## config.mk

```make
export PLATFORM = sky130hd
export DESIGN_NAME = boot_loader_flat
export DESIGN_NICKNAME = d
export VERILOG_FILES = /design/src/rtl/boot_loader_if.sv /design/src/rtl/boot_loader.sv /design/src/flat_wrapper.sv
export SDC_FILE = /design/constraint.sdc
export NUM_CORES = 1
export LEC_CHECK = 0
export ABC_AREA = 1
export CAP_MARGIN = 20
export CORE_UTILIZATION = 52
export CTS_BUF_LIST = sky130_fd_sc_hd__clkbuf_4 sky130_fd_sc_hd__clkbuf_8
export DETAILED_ROUTE_END_ITERATION = 10
export GPL_TIMING_DRIVEN = 0
export PLACE_DENSITY = 0.78
export SYNTH_ARGS = -nofsm -noshare
export SYNTH_HDL_FRONTEND = slang
export SYNTH_SLANG_ARGS = --single-unit
```

## constraint.sdc

```tcl
create_clock -name clk -period 2.02 [get_ports clk]
set_input_delay 0.303 -clock clk [delete_from_list [all_inputs] [get_ports clk]]
set_output_delay 0.303 -clock clk [all_outputs]
set_load 0.02 [all_outputs]
```

## src/rtl/boot_loader_if.sv

```systemverilog
// Byte-stream loader bus bundle.
//   rx_data/rx_valid/rx_ready : host -> loader byte channel (valid/ready)
//   im_we/im_waddr/im_wdata   : loader -> instruction memory write port
// master: host / memory side; slave: the loader itself.
interface boot_loader_if #(
    parameter int IM_AW = 10
) ();
    logic [7:0]       rx_data;
    logic             rx_valid;
    logic             rx_ready;
    logic             im_we;
    logic [IM_AW-1:0] im_waddr;
    logic [31:0]      im_wdata;

    modport master (
        output rx_data, rx_valid,
        input  rx_ready, im_we, im_waddr, im_wdata
    );

    modport slave (
        input  rx_data, rx_valid,
        output rx_ready, im_we, im_waddr, im_wdata
    );
endinterface

```

## src/rtl/boot_loader.sv

```systemverilog
// Byte-stream program loader. Holds the core in reset, receives a
// length-prefixed (16-bit little-endian word count) image, packs bytes
// little-endian into 32-bit words, writes them to instruction memory and
// then releases the core after RST_HOLD cycles.
// Ports:
//   clk, reset    : clock, synchronous active-high reset
//   load_req      : request (re)load, honoured in IDLE and ERROR
//   bus (slave)   : rx byte channel in, instruction memory write port out
//   core_resetb   : active-low core reset, high only in IDLE
//   busy          : loader in LEN0/LEN1/DATA/WRITE/RELEASE
//   done          : IDLE after a successful load
//   error         : loader in ERROR (bad length or timeout)
//   words_loaded  : words written in current/last load
module boot_loader #(
    parameter int IM_AW    = 10,
    parameter int TIMEOUT  = 65535,
    parameter int RST_HOLD = 4
) (
    input  logic           clk,
    input  logic           reset,
    input  logic           load_req,
    boot_loader_if.slave   bus,
    output logic           core_resetb,
    output logic           busy,
    output logic           done,
    output logic           error,
    output logic [IM_AW:0] words_loaded
);
    localparam int TW = (TIMEOUT > 1) ? $clog2(TIMEOUT) : 1;
    localparam int HW = (RST_HOLD > 1) ? $clog2(RST_HOLD) : 1;
    localparam logic [TW-1:0] IDLE_LAST = TW'(TIMEOUT - 1);
    localparam logic [HW-1:0] HOLD_LAST = HW'(RST_HOLD - 1);
    localparam logic [16:0]   MAX_LEN   = 17'(64'd1 << IM_AW);

    typedef enum logic [2:0] {
        S_IDLE, S_LEN0, S_LEN1, S_DATA, S_WRITE, S_RELEASE, S_ERROR
    } state_t;

    state_t         state, state_n;
    logic [7:0]     len_lo;
    logic [15:0]    len;
    logic [15:0]    len_full;
    logic [1:0]     byte_idx;
    logic [23:0]    word_buf;
    logic [IM_AW:0] word_idx;
    logic [TW-1:0]  idle_cnt;
    logic [HW-1:0]  hold_cnt;
    logic           accept;
    logic           len_ok;
    logic           timeout_hit;
    logic           last_word;

    always_comb begin
        bus.rx_ready = (state == S_LEN0) || (state == S_LEN1) || (state == S_DATA);
        busy         = (state != S_IDLE) && (state != S_ERROR);
        accept       = bus.rx_valid && bus.rx_ready;
        len_full     = {bus.rx_data, len_lo};
        len_ok       = (len_full != 16'd0) && ({1'b0, len_full} <= MAX_LEN);
        timeout_hit  = (idle_cnt == IDLE_LAST);
        last_word    = ((17'(word_idx) + 17'd1) == {1'b0, len});
    end

    always_comb begin
        state_n = state;
        case (state)
            S_IDLE:    if (load_req) state_n = S_LEN0;
            S_LEN0:    if (accept) state_n = S_LEN1;
            S_LEN1: begin
                if (accept)           state_n = len_ok ? S_DATA : S_ERROR;
                else if (timeout_hit) state_n = S_ERROR;
            end
            S_DATA: begin
                if (accept) begin
                    if (byte_idx == 2'd3) state_n = S_WRITE;
                end else if (timeout_hit) begin
                    state_n = S_ERROR;
                end
            end
            S_WRITE:   state_n = last_word ? S_RELEASE : S_DATA;
            S_RELEASE: if (hold_cnt == HOLD_LAST) state_n = S_IDLE;
            S_ERROR:   if (load_req) state_n = S_LEN0;
            default:   state_n = S_LEN0;
        endcase
    end

    always_ff @(posedge clk) begin
        if (reset) begin
            state        <= S_LEN0;
            len_lo       <= '0;
            len          <= '0;
            byte_idx     <= '0;
            word_buf     <= '0;
            word_idx     <= '0;
            idle_cnt     <= '0;
            hold_cnt     <= '0;
            bus.im_we    <= 1'b0;
            bus.im_waddr <= '0;
            bus.im_wdata <= '0;
            core_resetb  <= 1'b0;
            done         <= 1'b0;
            error        <= 1'b0;
            words_loaded <= '0;
        end else begin
            state <= state_n;
            // Status outputs are registered copies of the next-state decode,
            // so they line up with the state they describe.
            bus.im_we   <= (state_n == S_WRITE);
            core_resetb <= (state_n == S_IDLE);
            done        <= (state_n == S_IDLE);
            error       <= (state_n == S_ERROR);

            if (((state == S_LEN1) || (state == S_DATA)) && !accept)
                idle_cnt <= idle_cnt + TW'(1);
            else
                idle_cnt <= '0;

            if (state == S_RELEASE) hold_cnt <= hold_cnt + HW'(1);
            else                    hold_cnt <= '0;

            if (state == S_LEN0) begin
                byte_idx <= '0;
                word_idx <= '0;
            end

            if (accept) begin
                case (state)
                    S_LEN0: len_lo <= bus.rx_data;
                    S_LEN1: len    <= len_full;
                    S_DATA: begin
                        byte_idx <= byte_idx + 2'd1;
                        case (byte_idx)
                            2'd0: word_buf[7:0]   <= bus.rx_data;
                            2'd1: word_buf[15:8]  <= bus.rx_data;
                            2'd2: word_buf[23:16] <= bus.rx_data;
                            default: begin
                                bus.im_wdata <= {bus.rx_data, word_buf};
                                bus.im_waddr <= word_idx[IM_AW-1:0];
                            end
                        endcase
                    end
                    default: ;
                endcase
            end

            if (state == S_WRITE) begin
                word_idx     <= word_idx + 1'b1;
                words_loaded <= words_loaded + 1'b1;
            end

            if (state_n == S_LEN0) words_loaded <= '0;
        end
    end
endmodule

```

## src/flat_wrapper.sv

```systemverilog
// flat-port wrapper written by rule: the top's interface ports become plain ports
module boot_loader_flat 
#(
    parameter int IM_AW    = 10,
    parameter int TIMEOUT  = 65535,
    parameter int RST_HOLD = 4
)
  (clk, reset, load_req, core_resetb, busy, done, error, words_loaded, bus_rx_data, bus_rx_valid, bus_rx_ready, bus_im_we, bus_im_waddr, bus_im_wdata);
  boot_loader_if #(.IM_AW(IM_AW)) bus_i ();
  input  logic clk;
  input  logic reset;
  input  logic load_req;
  output logic core_resetb;
  output logic busy;
  output logic done;
  output logic error;
  output logic [IM_AW:0] words_loaded;
  input wire logic [$bits(bus_i.rx_data)-1:0] bus_rx_data;
  input wire logic [$bits(bus_i.rx_valid)-1:0] bus_rx_valid;
  output wire logic [$bits(bus_i.rx_ready)-1:0] bus_rx_ready;
  output wire logic [$bits(bus_i.im_we)-1:0] bus_im_we;
  output wire logic [$bits(bus_i.im_waddr)-1:0] bus_im_waddr;
  output wire logic [$bits(bus_i.im_wdata)-1:0] bus_im_wdata;
  assign bus_i.rx_data = bus_rx_data;
  assign bus_i.rx_valid = bus_rx_valid;
  assign bus_rx_ready = bus_i.rx_ready;
  assign bus_im_we = bus_i.im_we;
  assign bus_im_waddr = bus_i.im_waddr;
  assign bus_im_wdata = bus_i.im_wdata;
  boot_loader #(.IM_AW(IM_AW), .TIMEOUT(TIMEOUT), .RST_HOLD(RST_HOLD)) u_core (.clk(clk), .reset(reset), .load_req(load_req), .bus(bus_i), .core_resetb(core_resetb), .busy(busy), .done(done), .error(error), .words_loaded(words_loaded));
endmodule
```

==> impl_metrics.toml <==
[cells_and_area]
fin_cells = 1050
antennaDiodeCount = 0
drive_gt1_frac = 0.146
area_growth_pct = 27.8
finalNetCount = 918

[timing]
post-route-min-period_ps = 2010
max_freq_mhz = 497
finalSetupViolCount = 0
layout_setup_ws_ps = 9.18
maxSlewViolCount = 0
fin_crit_sh = 0.995
hold_slack_ps = 353
fin_setup_tns_ps = 0
hold_viol = 0
rsz0062_at_grt = "yes"
clock_skew_ps = 10.0
tightest_slew_ps = 608
slew_headroom = 0.595

[grt]
grtUsageTotal = 0.252
grt_first_pass_wirelength_um = 23000
grt_max_degree = 17
antenna_found_initial = 0
grt_pass1_vias = 5069
grt_overflow = 0

[synth]
synth_warnings = 0
syn_area_um2 = 5840
synth_nets = 821
syn_inst = 800
ys_ff_latch = 138
yosysTopAreaCellShare = 0.473
synth.avg_cell_area_um2 = 7.29
synth_area_leaders = "dfxtp_1, nor2_1, o21ai_0"
yosysMostFrequentCell = "nor2_1"
synth_cell_types = 32
yosysSeqAreaShare = 0.473
synth-edff-count = 0
async_reset_ff_frac = 0
yosys-top-cells-count = "nor2_1, dfxtp_1, nand2_1"
synth_top_area_cell = "dfxtp_1"
synth_flop_cell = "dfxtp_1"

[drt]
ant_nets = 0
routedWlPerCell_um = 13.6
route.detailed.drc = 0
routed_wirelength_um = 14300
dr.pass1.iters = 5
dr_total_vias = 5544
via_per_inst = 5.28
drt-initial-drc-count = 525

[worst_hold_path]
hold_path_class = "in -> reg"
whs_path_depth = 2
min_from = "reset"

[worst_setup_path]
cp-end-kind = "flip-flop"
arrival_ps = 2370
worstSetupStartpointType = "flip-flop"
path_buf_inv = 2
crit_chain = "buf_4 > nand3_2 > nor2_4 > buf_4 > nand2_1 > nand3_1 > nand2_1 > nand2_2 > nor2_4 > nand4_1 > a21boi_1 > nand2_1 > nor2_1"
crit_family = "simple AND/OR/NAND/NOR gates"
cp.depth = 13
cpMostUsedCell = "nand2_1"
ff2ff_path_depth = 13
crit_type = "reg -> reg"
cp.required_ps = 2380
crit_slowest_cell = "dfxtp_4"
max_stage_delay_ps = 380
crit_start = "u_core.word_idx[1]"
crit_path_max_fanout = 5
worstReg2RegStart = "u_core.word_idx[1]"

[run]
drv_cap = 0

[place]
gp_congestion = 0.916
dp_hpwl_um = 9960
portBuffers = 69
place_ws_ps = -464
place_inst = 1009

[floorplanning]
core_area_um2 = 10900
die_w_um = 108
die-area_um2 = 11700
initial_core_util = 0.536
rows = 38
num_io_pins = 71
dieHeight_um = 108

[pwr]
power_density_nw_per_um2 = 924
total_leakage_power_nw = 2.78
p_total_mw = 6.89
vdd_ir_drop_max_v = 0.000597

[clock_network]
root_buffer = "clkbuf_8"
path_clk_slew_ps = 80
htree_levels = 4
ctsHoldBuffers = 0
cts_tree = "done"
cts_max_path_buffers = 2
insertion_delay_ps = 430
clock_sinks = 138
tritoncts.num_buffers = 17

[outcome]
status = "completed"
what timing repair did:
item / in CTS / in global routing
setup endpoints to repair: 19 / 92
gates cloned: 0 / 2
buffers inserted: 5 / 2
resized for setup: 18 / 61
pin swaps: 2 / 17
per-layer routing:
layer  wire (µm)  GRT usage  share of wire  up-vias
met2        6840      0.417           0.48      208
met5           0          0              0        -
met4         368      0.110          0.026        0
met3         911     0.0591          0.064       37
met1        6190      0.315           0.43     2516
li1            -          -              -     2783
through the flow:
stage	utilization	area (µm²)
2_1_floorplan	-	5840
3_3_place_gp	0.615	6700
3_5_place_dp	0.615	6700
4_1_cts	0.664	7230
5_1_grt	0.685	7460
6_report	0.685	7460
power breakdown:
part,internal (mW),switching [mW]
clock,1.44,1.04
sequential,2.89,0.133
combinational,0.494,0.894
total,4.83,2.06
sequential cells by signal (all words and copies together), names as in the netlist, 2 cells and up:
name                 flops
u_core.state             3
u_core.hold_cnt          2
u_core.byte_idx          2
u_core.word_buf         24
u_core.word_idx         11
u_core.bus.im_waddr     10
u_core.idle_cnt         16
u_core.len_lo            8
u_core.bus.im_wdata     32
u_core.len              16
u_core.words_loaded     11
worst register-to-register path: cells and delay by family (launching register included):
family / cells / cell delay, ps
AO/OA/AOI/OAI: 1 / 310
buffers and inverters: 2 / 270
flip-flops: 1 / 380
AND/OR/NAND/NOR: 10 / 980
kinds of logic after synthesis:
logic type | after synthesis | synth area share
XOR/XNOR | 13 | 0.0195
AO/OA/AOI/OAI | 169 | 0.153
multiplexers | 1 | 0.00172
flip-flops | 138 | 0.473
AND/OR/NAND/NOR | 377 | 0.270
adder cells (fa/ha/maj) | 9 | 0.0193
buffers and inverters | 93 | 0.0637
cell type report:
type | instances | area, µm²
Multi-Input combinational cell | 569 | 2890
Timing Repair Buffer | 78 | 785
Fill cell | 899 | 3430
Sequential cell | 138 | 2780
Tap cell | 140 | 175
Clock buffer | 21 | 277
Buffer | 28 | 141
Clock inverter | 11 | 168
Inverter | 65 | 244
cells in the final DEF (no fill, tap or decap), drive strengths merged:
cell / instances
clkdlybuf4s15: 1
clkbuf: 41
mux2i: 1
clkinv: 5
a311oi: 1
or2: 1
ha: 9
xnor2: 6
clkinvlp: 2
inv: 65
dfxtp: 138
a21boi: 2
nor3b: 2
nand3b: 1
nor2: 195
nand4: 7
dlymetal6s2s: 1
nor3: 9
dlygate4sd2: 1
nand2: 117
a211oi: 1
o21ai: 105
bufinv: 4
clkdlybuf4s50: 66
a21oi: 60
buf: 17
xor2: 7
nand3: 45
worst paths after layout:
| kind | to | slack (ps) |
|---|---|---|
| setup / recovery | u_core.core_resetb | 9 |
| hold / removal | u_core.word_idx[1] | 350 |
| setup reg to reg | u_core.core_resetb | 9 |
| hold reg to reg | u_core.hold_cnt[0] | 440 |
Note: power is estimated with default switching activity, not from simulation.
==> edit: new RTL, same flow settings <==
`IM_AW` is set to 10 in 3 places; all go to 11.
--- a/src/rtl/boot_loader_if.sv
+++ b/src/rtl/boot_loader_if.sv
@@ -5,3 +5,3 @@
 interface boot_loader_if #(
-    parameter int IM_AW = 10
+    parameter int IM_AW = 11
 ) ();
--- a/src/rtl/boot_loader.sv
+++ b/src/rtl/boot_loader.sv
@@ -14,3 +14,3 @@
 module boot_loader #(
-    parameter int IM_AW    = 10,
+    parameter int IM_AW    = 11,
     parameter int TIMEOUT  = 65535,
--- a/src/flat_wrapper.sv
+++ b/src/flat_wrapper.sv
@@ -3,3 +3,3 @@
 #(
-    parameter int IM_AW    = 10,
+    parameter int IM_AW    = 11,
     parameter int TIMEOUT  = 65535,
Ports: changed (resized bus_im_waddr and words_loaded); port bits go from 71 to 73. The function was not compared with the original's and may differ.
==> edit against the original RTL <==
Final cell count grew 2.0%; the flow now finishes with violations (negative setup slack); worst setup slack got worse by 91 ps; final area is 1.2% higher; synthesized area up 2.2%; core utilization up 0.20 points; sequential power is 1% higher; total power shrank 1.7%; sequential cell count is 3 higher; routed wire length grew 3.0%.
==> edit: results (changes against the original RTL) <==
[run_status]
outcome = finished, violations left
violations = negative setup slack

[placed_design]
io_buffers = 71  ; +2.9%
dp_slack_ps = -722.4  ; -258.3 ps
place_inst = 1026  ; +1.7%
placed_cell_area_um2 = 6849  ; +2.2%
routabilityCongestion = 0.8772  ; -4.2%

[sta]
skew_ps = 10.88  ; +0.8585 ps
fin_hold_ws_ps = 381.0  ; +28.06 ps
layout_setup_ws_ps = -81.77  ; -90.95 ps
setup_violations = 11  ; +11
setup_tns_ps = -749.0  ; -749.0 ps

[logic_synthesis]
synth_top_cells_by_area = dfxtp_1 (47%), nor2_1 (12%), o21ai_0 (8.5%)
yosys_register_bits = 141  ; +2.2%
synth_nets = 836  ; +1.8%
syn_inst = 815  ; +1.9%
ys_seq_area_share_pct = 47.34  ; about the same
synth.distinct_cells = 37  ; +16%
synth_common_cells = nor2_1 (197), dfxtp_1 (141), nand2_1 (114)
syn_avg_cell_area_um2 = 7.317  ; +0.31%

[global_routing]
met3_usage_pct = 5.380  ; -0.53 points
grt_use_met2_pct = 43.67  ; +2.0 points
grt_pass1_wl_mm = 23.69  ; +2.8%
grt_util_all_layers_pct = 25.84  ; +0.60 points
grt_pass1_vias = 5022  ; -0.93%
grt_util_met1_pct = 32.92  ; +1.4 points

[drt]
wl_met3_um = 601  ; -34%
wl_met2_mm = 7.004  ; +2.4%
routedWlPerCell_um = 13.76  ; +0.97%
drt-initial-drc-count = 344  ; -34%

[layout]
multi_input_area_um2 = 2879  ; -0.39%
fillers = 914  ; +1.7%
num-nonclk-inverters = 69  ; +6.2%
clk_share_pct = 5.257  ; -0.70 points
n_all_buffers = 112  ; +5.7%
finalNetCount = 939  ; +2.3%
num-multi-input-gates = 577  ; +1.4%
drive_gt1_share_pct = 12.67  ; -1.9 points
buf_share_pct = 13.17  ; +0.75 points

[power]
powerComb_uw = 1440  ; +4%
p_per_area_nw_per_um2 = 897.9  ; -2.8%
irDropWorstVdd_mv = 0.7880  ; +32%
finalPower_uw = 6775  ; -1.7%

[setup_path]
worstPathMaxFanout = 6  ; +1
worst-r2r-cell-count = 17  ; +4
critPathTopFamily = simple AND/OR/NAND/NOR gates
crit_end = u_core.words_loaded[4]
cp.arrival_ps = 2440  ; +70 ps

[hold_path]
hold_end = u_core.word_idx[4]

edit: cell count changes after synthesis, sizes merged, moves of 3 or more:
| cell | change |
|---|---|
| nor2 | +8 |
| clkbuf | +6 |
| o21ai | -4 |
| xnor2 | +3 |
| dfxtp | +3 |
| a21oi | -4 |
| buf | -6 |
edit: cells by family (layout without fill, tap and decap cells):
| family | Yosys count | count (layout) | share of synthesized area [%] |
|---|---|---|---|
| xor gates and xnor gates | 17 | 17 | 2.749 |
| muxes | 1 | 1 | 0.1679 |
| DFF | 141 | 141 | 47.34 |
| buffers and inverters | 97 | 213 | 6.441 |
| AOI/OAI and AO/OA | 168 | 168 | 15.19 |
| and+or+nand+nor | 382 | 382 | 26.23 |
| adders and majority gates | 9 | 9 | 1.888 |
edit: timing repair:
action | in CTS | in global routing
resized for setup | 40 | 30
buffers inserted | 8 | 4
pin swaps | 12 | 10
endpoints found under the setup margin | 62 | 78
cloned | 2 | 0
